### src/rtl/alu_seq.sv
// Registered integer ALU with valid/ready handshakes, condition flags and a
// shift-add multiplier; single-cycle ops and MUL share one output register.
module alu_seq #(
  parameter int WIDTH = 8
) (
  input  logic             clk,
  input  logic             rst,
  input  logic             in_valid,
  output logic             in_ready,
  input  logic [3:0]       op,
  input  logic [WIDTH-1:0] a,
  input  logic [WIDTH-1:0] b,
  output logic             out_valid,
  input  logic             out_ready,
  output logic [WIDTH-1:0] result,
  output logic             flag_z,
  output logic             flag_n,
  output logic             flag_c,
  output logic             flag_v,
  output logic             err
);

  localparam int SHW = $clog2(WIDTH);
  localparam int CW  = $clog2(WIDTH) + 1;

  localparam logic [3:0] OP_ADD  = 4'd0;
  localparam logic [3:0] OP_SUB  = 4'd1;
  localparam logic [3:0] OP_NOT  = 4'd2;
  localparam logic [3:0] OP_AND  = 4'd3;
  localparam logic [3:0] OP_OR   = 4'd4;
  localparam logic [3:0] OP_XOR  = 4'd5;
  localparam logic [3:0] OP_SLT  = 4'd6;
  localparam logic [3:0] OP_EQ   = 4'd7;
  localparam logic [3:0] OP_SLTU = 4'd8;
  localparam logic [3:0] OP_SHL  = 4'd9;
  localparam logic [3:0] OP_SHR  = 4'd10;
  localparam logic [3:0] OP_SRA  = 4'd11;
  localparam logic [3:0] OP_MUL  = 4'd12;

  typedef enum logic [1:0] {IDLE, BUSY, DONE} state_t;

  state_t state_q, state_d;

  logic               accept, is_mul, mul_last;
  logic [WIDTH:0]     sum, diff;
  logic [SHW-1:0]     shamt;
  logic [WIDTH-1:0]   alu_res;
  logic               alu_c, alu_v, alu_err;
  logic [2*WIDTH-1:0] mcand, acc, acc_nxt;
  logic [WIDTH-1:0]   mplier;
  logic [CW-1:0]      cnt;

  assign out_valid = (state_q == DONE);
  assign accept    = in_valid && in_ready;
  assign is_mul    = (op == OP_MUL);
  assign sum       = {1'b0, a} + {1'b0, b};
  // Top bit of the widened difference is the unsigned borrow (a < b).
  assign diff      = {1'b0, a} - {1'b0, b};
  assign shamt     = b[SHW-1:0];
  assign acc_nxt   = acc + (mplier[0] ? mcand : '0);
  assign mul_last  = (cnt == CW'(WIDTH - 1));

  always_comb begin
    alu_res = '0;
    alu_c   = 1'b0;
    alu_v   = 1'b0;
    alu_err = 1'b0;
    case (op)
      OP_ADD: begin
        alu_res = sum[WIDTH-1:0];
        alu_c   = sum[WIDTH];
        alu_v   = (a[WIDTH-1] == b[WIDTH-1]) && (sum[WIDTH-1] != a[WIDTH-1]);
      end
      OP_SUB: begin
        alu_res = diff[WIDTH-1:0];
        alu_c   = diff[WIDTH];
        alu_v   = (a[WIDTH-1] != b[WIDTH-1]) && (diff[WIDTH-1] != a[WIDTH-1]);
      end
      OP_NOT:  alu_res = ~a;
      OP_AND:  alu_res = a & b;
      OP_OR:   alu_res = a | b;
      OP_XOR:  alu_res = a ^ b;
      OP_SLT:  alu_res = {{(WIDTH-1){1'b0}}, ($signed(a) < $signed(b))};
      OP_EQ:   alu_res = {{(WIDTH-1){1'b0}}, (a == b)};
      OP_SLTU: alu_res = {{(WIDTH-1){1'b0}}, (a < b)};
      OP_SHL:  alu_res = a << shamt;
      OP_SHR:  alu_res = a >> shamt;
      OP_SRA:  alu_res = $signed(a) >>> shamt;
      OP_MUL:  alu_res = '0;
      default: alu_err = 1'b1;
    endcase
  end

  always_ff @(posedge clk or posedge rst) begin
    if (rst) state_q <= IDLE;
    else     state_q <= state_d;
  end

  always_comb begin
    state_d  = state_q;
    in_ready = 1'b0;
    case (state_q)
      IDLE: begin
        in_ready = 1'b1;
        if (in_valid) state_d = is_mul ? BUSY : DONE;
      end
      BUSY: begin
        if (mul_last) state_d = DONE;
      end
      DONE: begin
        // A consumed result frees the slot in the same cycle.
        in_ready = out_ready;
        if (out_ready) begin
          if (in_valid) state_d = is_mul ? BUSY : DONE;
          else          state_d = IDLE;
        end
      end
      default: state_d = IDLE;
    endcase
  end

  always_ff @(posedge clk or posedge rst) begin
    if (rst) begin
      result <= '0;
      flag_z <= 1'b0;
      flag_n <= 1'b0;
      flag_c <= 1'b0;
      flag_v <= 1'b0;
      err    <= 1'b0;
      mcand  <= '0;
      mplier <= '0;
      acc    <= '0;
      cnt    <= '0;
    end else if (accept) begin
      if (is_mul) begin
        mcand  <= {{WIDTH{1'b0}}, a};
        mplier <= b;
        acc    <= '0;
        cnt    <= '0;
      end else begin
        result <= alu_res;
        flag_z <= (alu_res == '0);
        flag_n <= alu_res[WIDTH-1];
        flag_c <= alu_c;
        flag_v <= alu_v;
        err    <= alu_err;
      end
    end else if (state_q == BUSY) begin
      acc    <= acc_nxt;
      mcand  <= mcand << 1;
      mplier <= mplier >> 1;
      cnt    <= cnt + CW'(1);
      if (mul_last) begin
        result <= acc_nxt[WIDTH-1:0];
        flag_z <= (acc_nxt[WIDTH-1:0] == '0);
        flag_n <= acc_nxt[WIDTH-1];
        flag_c <= |acc_nxt[2*WIDTH-1:WIDTH];
        flag_v <= 1'b0;
        err    <= 1'b0;
      end
    end
  end

endmodule

### config.mk
export PLATFORM = sky130hd
export DESIGN_NAME = alu_seq
export DESIGN_NICKNAME = d
export VERILOG_FILES = /design/src/rtl/alu_seq.sv
export SDC_FILE = /design/constraint.sdc
export NUM_CORES = 1
export LEC_CHECK = 0
export BUFFER_PORTS_ARGS = -buffer_cell sky130_fd_sc_hd__buf_4
export CAP_MARGIN = 10
export CORE_UTILIZATION = 56
export DETAILED_ROUTE_END_ITERATION = 8
export PLACE_DENSITY = 0.78
export REMOVE_ABC_BUFFERS = 1
export SLEW_MARGIN = 25
export SYNTH_ARGS = -nofsm -noshare
export SYNTH_HDL_FRONTEND = slang
export SYNTH_SLANG_ARGS = --single-unit
### constraint.sdc
create_clock -name clk -period 2.9 [get_ports clk]
set_clock_uncertainty 0.1 [all_clocks]
set_input_delay 0.58 -clock clk [delete_from_list [all_inputs] [get_ports clk]]
set_output_delay 0.58 -clock clk [all_outputs]
set_load 0.01 [all_outputs]
Word-level counts from Yosys, hierarchy flattened
Cells that the tools add are included.
{"block": "op_classes", "add_sub_neg": 4, "magnitude_cmp": 2, "n_eq_ne": 25, "shifts": 3, "n_mux": 46, "bitwise": 4, "n_reduce_logical": 14}
{"operator": "$mux W16", "count": 7}
{"operator": "$pmux W8 S12", "count": 1}
{"operator": "$mux W8", "count": 7}
{"operator": "$eq A4 B3 Y1 const B", "count": 5}
{"operator": "$eq A4 B4 Y1 const B", "count": 5}
{"operator": "$mux W1", "count": 19}
{"operator": "$add A16 B16 Y16", "count": 1}
{"operator": "$logic_not A8 Y1", "count": 2}
{"operator": "$lt A8 B8 Y1", "count": 2}
{"operator": "$mux W4", "count": 3}
{"operator": "$reduce_or A12 Y1", "count": 1}
{"operator": "$mux W2", "count": 5}
{"operator": "$add A8 B8 Y9", "count": 1}
{"operator": "$sub A8 B8 Y9", "count": 1}
{"operator": "$and A8 B8 Y8", "count": 1}
{"operator": "$eq A4 B2 Y1 const B", "count": 2}
{"operator": "$eq A8 B8 Y1", "count": 1}
{"operator": "$not A8 Y8", "count": 1}
{"operator": "$or A8 B8 Y8", "count": 1}
{"operator": "$reduce_or A8 Y1", "count": 1}
{"operator": "$shl A8 B3 Y8", "count": 1}
{"operator": "$shr A8 B3 Y8", "count": 1}
{"operator": "$sshr A8 B3 Y8", "count": 1}
{"operator": "$xor A8 B8 Y8", "count": 1}
{"operator": "16 further kinds", "count": 27}
{"block": "totals", "register_bits": 59, "input_bits": 24, "elab_cells": 109}

Logic depth before layout (Yosys ltp)
Gate-level depths: netlist (run 1).
{"block": "logic_depth", "depth_word": 6, "ltp_mapped": 11}

Least setup slack after synthesis (run 1)
OpenSTA, ideal clock, no wires.
{"block": "synth_timing", "kind": "register -> register", "from": "reg mplier[0]", "to": "reg flag_c", "arrival_ns": 2.578, "setup_slack_ns": 0.087, "path_stages_with_launch": 11, "n_path_buf": 1, "period_less_slack_ns": 2.813, "path_cell_list": "dfrtp_1 > clkbuf_1 > and2_1 > ha_1 > o21a_1 > or2_0 > or3b_4 > a31oi_1 > or3_1 > a2111oi_1 > a31oi_1"}
{"block": "synth_via", "elab_chain_len": 6}
{"item": "from (decl)", "line": "50", "text": "logic [WIDTH-1:0] mplier;"}
{"item": "from (signal assigned)", "line": "151", "text": "mplier <= mplier >> 1;"}
{"item": "$mux W16", "line": "60", "text": "assign acc_nxt = acc + (mplier[0] ? mcand : '0);"}
{"item": "$add A16 B16 Y16", "line": "60"}
{"item": "$reduce_or A8 Y1", "line": "157", "text": "flag_c <= |acc_nxt[2*WIDTH-1:WIDTH];"}
{"item": "$mux W1", "line": "153", "text": "if (mul_last) begin"}
{"item": "$mux W1", "line": "148", "text": "end else if (state_q == BUSY) begin"}
{"item": "$mux W1", "line": "134", "text": "end else if (accept) begin"}
{"item": "to (signal assigned)", "line": "144", "text": "flag_c <= alu_c;"}
{"item": "to (signal assigned)", "line": "157"}
{"item": "to (decl)", "line": "18", "text": "output logic flag_c,"}
No other way between the ends. The select of a mux whose other input is x is not followed.
A chain may end at the register's enable or synchronous reset.

Worst setup path in the final report (run 1)
{"block": "layout_timing", "from": "in a[0]", "to": "reg flag_z"}
{"block": "layout_via", "elab_chain_len": 5, "word_cells_on_any_way": 16}
{"item": "from (decl)", "line": "11", "text": "input logic [WIDTH-1:0] a,"}
{"item": "$sub A8 B8 Y9 (tied with other cells)", "line": "58", "text": "assign diff = {1'b0, a} - {1'b0, b};"}
{"item": "$pmux W8 S12 (*)", "line": "68", "text": "case (op)"}
{"item": "$logic_not A8 Y1 (*)", "line": "142", "text": "flag_z <= (alu_res == '0);"}
{"item": "$mux W1 (*)", "line": "135", "text": "if (is_mul) begin"}
{"item": "$mux W1 (*)", "line": "134"}
{"item": "to (signal assigned)", "line": "142"}
{"item": "to (signal assigned)", "line": "155", "text": "flag_z <= (acc_nxt[WIDTH-1:0] == '0);"}
{"item": "to (decl)", "line": "16", "text": "output logic flag_z,"}
Mark *: on every way between the ends. The rest lies on a longest branch, timed or not. The select of a mux whose other input is x is not followed.

==> qor.yml, run 1 <==
ys_seq_area_share_pct: 26.4
crit_arrival_ps: 3010
antenna_found_initial: 0
cts_buffers: 9
finish.utilization_pct: 74.6
drtIter0Drc: 510
hold_viol_final: 0
io_buffer_count: 38
period_share_pct: 97.3
core-area_mm2: 0.00937
wl_per_cell_um: 19.5
antennaDiodeCount: 0
num_io_pins: 39
slew_headroom_pct: 59.6
p_leak_nw: 3.23
die_x_um: 101
synth_flop_cell: "dfrtp_1"
dp_hpwl_um: 13700
grt_overflow_total: 0
cp_common_cell: "buf_4"
yosysWarnings: 0
drive_gt1_share_pct: 27.0
fin_cells: 932
r2r_end: "flag_c"
drt-total-wl_um: 18200
synth_edf_count: 0
start_util_pct: 58.6
yosys_register_bits: 58
vias: 5935
mostFrequentLayoutCells: "145 x buf_4, 94 x nand2_1, 63 x o21ai_0, 57 x dfrtp_1, 53 x nor2_1"
synth.area.top_cells: "dfrtp_1 26%, ha_1 9.6%, nand2_1 6.4%"
area_growth_pct: 27.3
ctsRootBufferMaster: "clkbuf_8"
critPathMaxStageDelay_ps: 440
cap_violations: 0
start_kind: "input port"
crit_chain: "buf_4, buf_4, inv_1, ha_1, inv_1, fa_2, a221o_1, a2111oi_0, buf_4, and4_1, and4_1, a31o_1"
dp_cells: 915
p_per_area_mw_per_mm2: 677
synth_area_per_cell_um2: 7.98
grt_pass1_wl_um: 28500
grt_use_total_pct: 36.7
power_w: 0.00473
fin_crit_ps: 2820
drv_slew: 0
die_h_um: 101
status: "finished clean"
drc: 0
htreeDepth: 3
cp_max_fo: 7
viasPerCell: 6.37
setup.worst_path.class: "in2reg"
worstSkewPairLatency_ps: 350
ir_drop_mv: 0.537
holdWs_ps: 120
max_freq_ghz: 0.354
r2r-start: "mplier[0]"
grt_max_degree: 43
end_kind: "flop"
gp_congestion: 0.971
drtAntennaViolNets: 0
firstDrtPassIters: 6
cpMaxStageDelayCell: "a2111oi_0"
synthArstFlopShare_pct: 100
fin_nets: 867
finalSetupViolations: 0
synthesis.area_mm2: 0.00549
synth_top_area_share_pct: 26.4
worst_r2r_path_depth: 9
layout_commonest_cell: "buf_4"
worst_slew_pin_slew_ps: 604
clkTransAtPathRegs_ps: 70
syn_inst: 688
grt_pass1_vias: 5457
die-area_mm2: 0.0102
clockBufferDepth: 2
rows: 35
synth.distinct_cells: 77
reg2reg_slack_ps: 80
cts.sinks: 58
synth_top_area_cell: "dfrtp_1"
hold_path_class: "in2async"
critPathRequiredTime_ps: 3090
cts_tree: "done"
## layer usage
layer / wire length [um] / global-route usage [%] / up-vias
li1: - / - / 2721
met1: 7600 / 50.9 / 2808
met4: 514 / 12.4 / 0
met2: 8210 / 56.5 / 366
met3: 1890 / 8.25 / 40
met5: 0 / 0 / -
## stage by stage
step	worst slack, ps	cell area, um2	setup TNS (ps)
after global routing	-57.2	6990	-57.2
after global placement	-311	6550	-904
after floorplan	-1380	5270	-31950
after CTS	16.1	6830	0
final	79.1	6990	0
after detailed placement	-272	6550	-994
## worst max-delay path by stage
stage                         start        to  slack (ps)
after floorplan           out_ready  mcand[1]       -1380
after global placement         a[0]    flag_z        -310
after detailed placement       a[0]    flag_z        -270
after CTS                 mplier[0]    flag_c          20
after global routing      mplier[0]    flag_c         -60
final                          a[0]    flag_z          80
## layout make-up
class,instances,area [um2]
timing repair buffer,147,1130
tap,129,161
clock inverter,4,72.6
fill,714,2380
inverter,34,128
sequential,58,1450
multi-input combinational,548,3890
clock buffer,12,165
## synthesized netlist by cell type, types with 12 or more instances
| cell type | number |
|---|---|
| nand2_1 | 94 |
| dfrtp_1 | 58 |
| and2_1 | 16 |
| ha_1 | 42 |
| nand3_1 | 15 |
| clkbuf_1 | 26 |
| inv_1 | 34 |
| o21ai_0 | 63 |
| nor2_1 | 54 |
| buf_2 | 14 |
| nor3_1 | 12 |
| a21oi_1 | 49 |
## flip-flops by register name, summed over array words and instances (netlist names)
name / cells
flag_z: 1
state_q: 2
mcand: 16
flag_v: 1
result: 8
mplier: 8
acc: 16
cnt: 4
flag_c: 1
err: 1
## cell families after synthesis
| group | Yosys count | share of synthesized area (%) |
|---|---|---|
| flops | 58 | 26.4 |
| xor+xnor | 12 | 1.91 |
| fa+ha+maj | 45 | 10.7 |
| mux | 19 | 5.97 |
| simple gates | 249 | 22.3 |
| compound gates | 223 | 26.3 |
| buf+inv | 82 | 6.47 |
## critical path, delay by kind of cell
kind	cells	cell delay [ps]
AOI/OAI and AO/OA	3	890
adders and majority gates	2	640
buffers and inverters	5	550
and+or+nand+nor	2	350
## timing repair
action,in CTS,in global routing
resized for setup,8,30
gates cloned,0,0
hold buffers,0,0
endpoints found under the hold margin,0,0
buffers inserted,0,1
endpoints found under the setup margin,2,5
pin swaps,0,9
## power breakdown
group          internal, W  leakage [nW]  switching [W]
Clock             0.000552         0.119       0.000334
Sequential         0.00115         0.746       0.000268
Combinational      0.00115          2.36        0.00128
Total              0.00285          3.23        0.00188
Power figures use the tool's default switching activity.
==> run 2: changes to the inputs <==
--- a/config.mk
+++ b/config.mk
@@ -9,7 +9,7 @@
 export CAP_MARGIN = 10
 export CORE_UTILIZATION = 56
 export DETAILED_ROUTE_END_ITERATION = 8
-export PLACE_DENSITY = 0.78
+export PLACE_DENSITY = 0.81
 export REMOVE_ABC_BUFFERS = 1
 export SLEW_MARGIN = 25
 export SYNTH_ARGS = -nofsm -noshare
==> run 2 against run 1 <==
Compared with the run above: the run now ends with negative setup slack left; utilization is essentially flat; final cell count shrank 0.75%; count of clock-buffer cells in the layout is the same; worst setup slack lost 170 ps; die area is the same; hold slack lost 40 ps; combinational power grew 2%; non-clock buffer count shrank 7; sequential cell count is the same; via count grew 0.29%; power grew 1.2%; largest power group unchanged.
==> qor.yml, run 2 (same netlist as run 1, synthesis figures left out) <==
status: "finished, violations left"
violations: "negative setup slack"
hold_buffers: 0
r2r_end: "flag_z"
worst_r2r_path_depth: 10
setup.worst_path.class: "reg2reg"
reg2reg_slack_ps: -100
rows: 35
die-area_mm2: 0.0102
top_regs: "acc (16), mcand (16)"
cts.sinks: 58
cap_violations: 0
wl_per_cell_um: 20.2
start_kind: "flop"
hold_path_class: "in2async"
p_switching_w: 0.00195
antennaDiodeCount: 0
grt_pass1_wl_um: 27800
grt_overflow_total: 0
antenna_found_initial: 0
crit_chain: "buf_4, and2_4, ha_4, fa_2, xnor2_2, or4b_2, nor4b_2, nand4b_1, nand2_1, a31o_1"
ctsRootBufferMaster: "clkbuf_8"
setup_slack_ps: -95.7
clkTransAtPathRegs_ps: 70
die_x_um: 101
power.share.sequential_pct: 30.2
start_util_pct: 58.6
grt_max_degree: 38
layout_commonest_cell: "buf_4"
drtIter0Drc: 585
r2r-start: "mplier[0]"
slew_headroom_pct: 60.8
grt_pass1_vias: 5416
mostFrequentLayoutCells: "138 x buf_4, 94 x nand2_1, 61 x o21ai_0, 57 x dfrtp_1, 52 x nor2_1"
cts_buffers: 9
p_int_w: 0.00284
clockBufferDepth: 2
htreeDepth: 3
hold_viol_final: 0
p_per_area_mw_per_mm2: 685
fin_nets: 860
drive_gt1_share_pct: 27.8
num_io_pins: 39
endpoint: "flag_z"
cts_tree: "done"
die_h_um: 101
crit_arrival_ps: 3170
drtAntennaViolNets: 0
final_area_mm2: 0.00700
critPathRequiredTime_ps: 3070
critPathMaxStageDelay_ps: 630
cp-startpoint: "mplier[0]"
drt-total-wl_um: 18700
finalSetupViolations: 1
p_leak_nw: 3.18
combinationalPowerShare_pct: 51.5
worst_slew_pin_slew_ps: 583
clkPwrFrac_pct: 18.3
ir_drop_mv: 0.398
tns_ps: -95.7
core-area_mm2: 0.00937
io_buffer_count: 38
worstSkewPairLatency_ps: 340
period_share_pct: 103
max_freq_ghz: 0.334
dp_hpwl_um: 13300
grt_use_total_pct: 35.5
viasPerCell: 6.43
fin_crit_ps: 3000
area_growth_pct: 27.4
drc: 0
cpMaxStageDelayCell: "or4b_2"
gp_congestion: 0.989
place_area_mm2: 0.00645
end_kind: "flop"
firstDrtPassIters: 5
drv_slew: 0
cp_max_fo: 5
vias: 5952
swShare_pct: 40.8
==> run 2: critical path: cells and delay by family, from the launching register on <==
kind / cells / cell delay [ps]
simple gates: 5 / 1360
fa+ha+maj: 2 / 580
flops: 1 / 410
xor+xnor: 1 / 190
buf+inv: 1 / 170
compound gates: 1 / 110
==> run 2: power groups by stage <==
stage	logic, W	clock network (W)	registers, W
after floorplan	0.00119	0	0.00137
after global placement	0.00199	0	0.00139
after detailed placement	0.00207	0	0.00141
after CTS	0.00211	0.000881	0.00140
after global routing	0.00268	0.000923	0.00148
final	0.00247	0.000877	0.00144
==> run 2: cell type report <==
| cell class | count | area (um2) |
|---|---|---|
| Timing Repair Buffer | 140 | 1060 |
| Clock buffer | 12 | 155 |
| Multi-Input combinational cell | 548 | 3970 |
| Clock inverter | 4 | 73.8 |
| Fill cell | 687 | 2370 |
| Sequential cell | 58 | 1450 |
| Tap cell | 129 | 161 |
| Inverter | 34 | 128 |
==> run 2: worst min path at each step <==
stage              start        end  slack [ps]  depth (start not counted)
2_1_floorplan  mplier[1]  mplier[1]         350                          2
3_3_place_gp   mplier[3]  mplier[3]         370                          2
3_5_place_dp   mplier[1]  mplier[1]         380                          2
4_1_cts              rst  mplier[1]          80                          2
5_1_grt              rst  mplier[1]         100                          2
6_report             rst  mplier[1]          80                          2
==> run 2: metrics by stage <==
step | power [W] | util (%) | cells | worst slack, ps | hold slack [ps]
after floorplan | 0.00256 | - | 640 | -1380 | 350
after global placement | 0.00338 | 68.9 | 904 | -303 | 365
after detailed placement | 0.00348 | 68.9 | 904 | -367 | 379
after CTS | 0.00440 | 71.6 | 920 | -9.73 | 80.7
after global routing | 0.00508 | 74.7 | 925 | -184 | 96.2
final | 0.00479 | 74.7 | 925 | -95.7 | 79.6
==> run 2: metal layers <==
metal | wire (um) | share of wire (%) | track usage, % | vias to the layer above
met5 | 0 | 0 | 0 | -
met4 | 592 | 3.2 | 11.1 | 0
met3 | 1810 | 9.7 | 6.31 | 59
met2 | 8580 | 46 | 55.2 | 377
met1 | 7700 | 41 | 50.0 | 2810
li1 | - | - | - | 2706
==> run 2: repair_timing <==
item / CTS / global route
gates cloned: 0 / 0
setup endpoints to repair: 2 / 4
gates resized for setup: 7 / 43
pin swaps: 0 / 15
hold endpoints to repair: 0 / 0
buffers inserted: 0 / 5
